$ cat src/rtl/pes_usr_seq.sv
// pes_usr_seq: sequences load/shift mode codes for a downstream 4-bit universal shift register.
// Optional PES_USR_SEQ_SER_OUT_EN adds a serial tap of the bit leaving the register each shift.
module pes_usr_seq (
    input  logic       clk,
    input  logic       rst,
    input  logic [3:0] in_data,
    input  logic       in_dir,
    input  logic [2:0] in_len,
    input  logic       in_valid,
    output logic       in_ready,
    output logic [1:0] usr_cnt,
    output logic [3:0] usr_in,
    output logic       busy,
    output logic       done,
    output logic [3:0] shadow_q,
    output logic       ser_out,
    output logic       ser_valid
);
    typedef enum logic [1:0] {IDLE, LOAD, SHIFT, DONE} state_t;
    state_t state, state_nx;
    logic [3:0] data;
    logic       dir;
    logic [2:0] len;
    logic [2:0] rem;
    logic       accept;
    assign accept = (state == IDLE) && in_valid;
    always_ff @(posedge clk or negedge rst) begin
        if (!rst) state <= IDLE;
        else state <= state_nx;
    end
    always_comb begin
        state_nx = state;
        case (state)
            IDLE:    state_nx = in_valid ? LOAD : IDLE;
            LOAD:    state_nx = (len != 3'd0) ? SHIFT : DONE;
            SHIFT:   state_nx = (rem == 3'd1) ? DONE : SHIFT;
            default: state_nx = IDLE;
        endcase
    end
    // shadow_q mirrors what the downstream register holds after each edge
    always_ff @(posedge clk or negedge rst) begin
        if (!rst) begin
            data     <= 4'd0;
            dir      <= 1'b0;
            len      <= 3'd0;
            rem      <= 3'd0;
            shadow_q <= 4'd0;
        end else if (accept) begin
            data <= in_data;
            dir  <= in_dir;
            len  <= (in_len > 3'd4) ? 3'd4 : in_len;
        end else if (state == LOAD) begin
            shadow_q <= data;
            rem      <= len;
        end else if (state == SHIFT) begin
            shadow_q <= dir ? {shadow_q[2:0], 1'b0} : {1'b0, shadow_q[3:1]};
            rem      <= rem - 3'd1;
        end
    end
    always_comb begin
        in_ready = (state == IDLE);
        busy     = (state != IDLE);
        done     = (state == DONE);
        usr_cnt  = (state == LOAD) ? 2'b11 : (state == SHIFT) ? (dir ? 2'b10 : 2'b01) : 2'b00;
        usr_in   = (state == LOAD) ? data : 4'd0;
    end
`ifdef PES_USR_SEQ_SER_OUT_EN
    assign ser_valid = (state == SHIFT);
    assign ser_out   = ser_valid & (dir ? shadow_q[3] : shadow_q[0]);
`else
    assign ser_valid = 1'b0;
    assign ser_out   = 1'b0;
`endif
endmodule

$ cat config.mk
export PLATFORM = sky130hd
export DESIGN_NAME = pes_usr_seq
export DESIGN_NICKNAME = d
export VERILOG_FILES = /design/src/rtl/pes_usr_seq.sv
export SDC_FILE = /design/constraint.sdc
export NUM_CORES = 1
export LEC_CHECK = 0
export CAP_MARGIN = 15
export CELL_PAD_IN_SITES_DETAIL_PLACEMENT = 1
export CELL_PAD_IN_SITES_GLOBAL_PLACEMENT = 2
export CORE_MARGIN = 3
export CORE_UTILIZATION = 28
export CTS_CLUSTER_SIZE = 12
export DETAILED_ROUTE_END_ITERATION = 10
export PLACE_DENSITY = 0.79
export SYNTH_ARGS = -nofsm -noshare
export SYNTH_HDL_FRONTEND = slang
export SYNTH_SLANG_ARGS = --single-unit
$ cat constraint.sdc
create_clock -name clk -period 2 [get_ports clk]
set_input_delay 0.3 -clock clk [delete_from_list [all_inputs] [get_ports clk]]
set_output_delay 0.3 -clock clk [all_outputs]
set_load 0.005 [all_outputs]
==> results by group <==
Worst setup path
  – CP peak stage delay: approximately 0.5 ns
  – Crit path top cell by count: nand2_1
  – CP required: approximately 1.7 ns
  – Slowest CP cell: clkdlybuf4s50_1
  – Crit-path cells: inv_2 > ha_2 > nand2_1 > nand2_1 > clkdlybuf4s50_1
  – Crit Path Category: flip-flop to output pin
  – Crit path max-delay family: buffers and inverters
  – CP Buf/Inv Count: 2
  – CP endpoint kind: output pin
  – Crit Path Max Fanout: 3
  – CP Launch Type: flip-flop
  – Critical path arrival: 1.61 ns

Power and ir drop
  – Total power: around 0.0018 W
  – Leakage: ~0.60 nW
  – Power Density: approximately 1500 nW/um^2
  – Worst VDD drop: roughly 0.00058 V

Clock tree
  – Hold buffers post-CTS: 0
  – CTS tree: built
  – Clock sinks: 17
  – Root buf cell: clkbuf_4
  – H-tree depth: 1
  – Clock latency on the worst-skew pair: between 0.2 and 0.3 ns
  – Max Buffers Root-to-Sink: 2
  – Clock transition at path regs: approximately 0.090 ns
  – CTS Buf Count: 3

Drt
  – Wire per inst: around 13 um
  – First-pass DRT Iterations: 3
  – Initial drt markers: 13
  – Routed WL: 1.94 mm
  – Drt via density: about 4.4
  – Routed via count: just under 700
  – Antenna Violating Nets Remaining: 0
  – DRC errors left: 0

GRT
  – GRT met3 Usage: about 4.0%
  – GR Util met2: between 15 and 20%
  – Congestion Overflow GR: 0
  – Largest net degree at the start of global routing: 18
  – Global-route wire length before repair: around 3.3 mm
  – Busiest grt layer: met2
  – GRT Util Overall: 10.8%
  – Vias in the first global route: roughly 700
  – Initial antenna violation count: 0
  – Met1 Usage GRT: about an eighth

Die
  – Number of I/O pins: 26
  – Die ar.: 3870 um^2
  – Core area: 2880 um^2
  – Die Wd: 62.2 um
  – Num rows: 19
  – Chip height: slightly above 60 um
  – Initial Utilization: a little under a third

STA
  – Final hold vios: 0
  – RSZ-0062 raised after global routing: yes
  – Setup TNS: 0 ns
  – Worst Skew: 0.00361 ns
  – F_max: between 500 and 600 MHz
  – Final Slew Violations: 0
  – Min Clock Period, post-route: 1.91 ns
  – Final setup vio count: 0
  – Fin crit share: a little over nine tenths
  – Hold slack: 0.328 ns

Final layout
  – Antenna cells: 0
  – Design Area, Final: 1220 um^2
  – Layout cell share with drive strength beyond 1: roughly a fifth
  – Non-filler cells in the finished layout: ~150
  – Area growth syn-to-layout: 38.0%
  – Final #Nets: between 100 and 150

Placed design
  – Detailed Place HPWL: 1.48 mm
  – Placed Instance Area: between 1000 and 1500 um^2
  – GP Congestion: roughly 0.67
  – Port bufs: 23
  – Placed Instances: between 100 and 150

Synthesis
  – Syn. warnings: 0
  – Post-Synthesis Cells: 84
  – FF+latch count, synth: 17
  – Synth async-reset ratio: between 90% and 100%
  – Post-synthesis cell type count: 24
  – Main synth FF type: dfrtp_1
  – EDFF count, synth: 0
  – Mean Syn Cell Area: around 11 um^2
  – Share of the yosys chip area belonging to registers: just under 50%
  – Mapped Area: 885 um^2

Min path
  – Hold Path Class: primary input to async pin

Job
  – # Max-Cap Violations: 0

Run status
  – Outcome: finished clean
## Yosys cell counts, drive strengths merged, types with 3 or more instances
library cell	instances	area, um^2
a31oi	3	18.8
nand2b	3	18.8
nor2	3	11.3
dfrtp	17	425
inv	7	28.8
ha	6	75.1
mux2i	5	50.1
o21ai	6	30.0
nand2	6	22.5
a21oi	4	20.0
buf	5	36.3
and2	4	25.0
mux2	6	67.6
## logic make-up after synthesis
family / Yosys count / share of synthesized area [%]
and+or+nand+nor: 21 / 12.4
DFF: 17 / 48.1
AOI/OAI and AO/OA: 15 / 9.48
buffers and inverters: 13 / 7.78
muxes: 11 / 13.3
adders and majority gates: 6 / 8.49
other: 1 / 0.424
## placed cells by master (no fill, tap or decap)
master	n
clkdlybuf4s50_1	20
dfrtp_1	17
nand2_1	6
mux2_2	6
mux2i_1	5
buf_4	5
inv_1	4
a21oi_1	4
o21ai_1	4
ha_1	4
and2_1	3
a31oi_1	3
nor2_1	3
nand2b_1	3
clkbuf_4	3
dlymetal6s2s_1	3
inv_2	2
nand3b_1	2
nand3_1	2
o21ai_0	2
conb_1	2
and2_4	1
a21o_1	1
inv_4	1
or4_1	1
o211ai_1	1
ha_2	1
ha_4	1
clkinv_2	1
## per-stage QoR
stage / utilization (%) / setup WS [ns]
after floorplan: - / 0.543
after global placement: 39.8 / 0.244
after detailed placement: 39.8 / 0.180
after CTS: 41.5 / 0.000519
after global routing: 42.5 / -0.00984
final: 42.5 / 0.0876
## cell type report
| class | instances | area [um^2] |
|---|---|---|
| fill | 335 | 1660 |
| tap | 42 | 52.6 |
| multi-input combinational | 55 | 412 |
| timing repair buffer | 28 | 275 |
| inverter | 7 | 28.8 |
| clock buffer | 3 | 22.5 |
| sequential | 17 | 425 |
| clock inverter | 1 | 5.00 |
## power breakdown
| group | switching (W) | internal, W |
|---|---|---|
| sequential | 0.000143 | 0.000523 |
| combinational | 0.000430 | 0.000546 |
| clock | 0.000107 | 0.0000744 |
| total | 0.000681 | 0.00114 |
## path summary, 6_finish.rpt
path | start | end | slack, ns | cells after the start
setup / recovery | state[0] | usr_cnt[1] | 0.09 | 5
setup reg to reg | state[0] | data[2] | 0.42 | 4
min in group clk | data[1] | data[1] | 0.52 | 1
hold reg to reg | data[1] | data[1] | 0.52 | 1
max in group asynchronous | rst | rem[2] | 1.48 | 2
hold / removal | rst | dir | 0.33 | 2
## sequential cells by signal, indices dropped and copies added, names as in the netlist
signal and flops:
data 4, dir 1, len 3, rem 3
shadow_q 4, state 2
## repair_timing
item | CTS | global route
resized for setup | 2 | 7
endpoints found under the setup margin | 6 | 6
setup buffers | 1 | 2
## layer usage
layer  vias up  part of all wire [%]
li1        333                     -
met1       321                    46
met2        17                    48
met3         2                   5.0
met4         0                   1.2
met5         -                     0
Note: power is estimated with default switching activity, not from simulation.
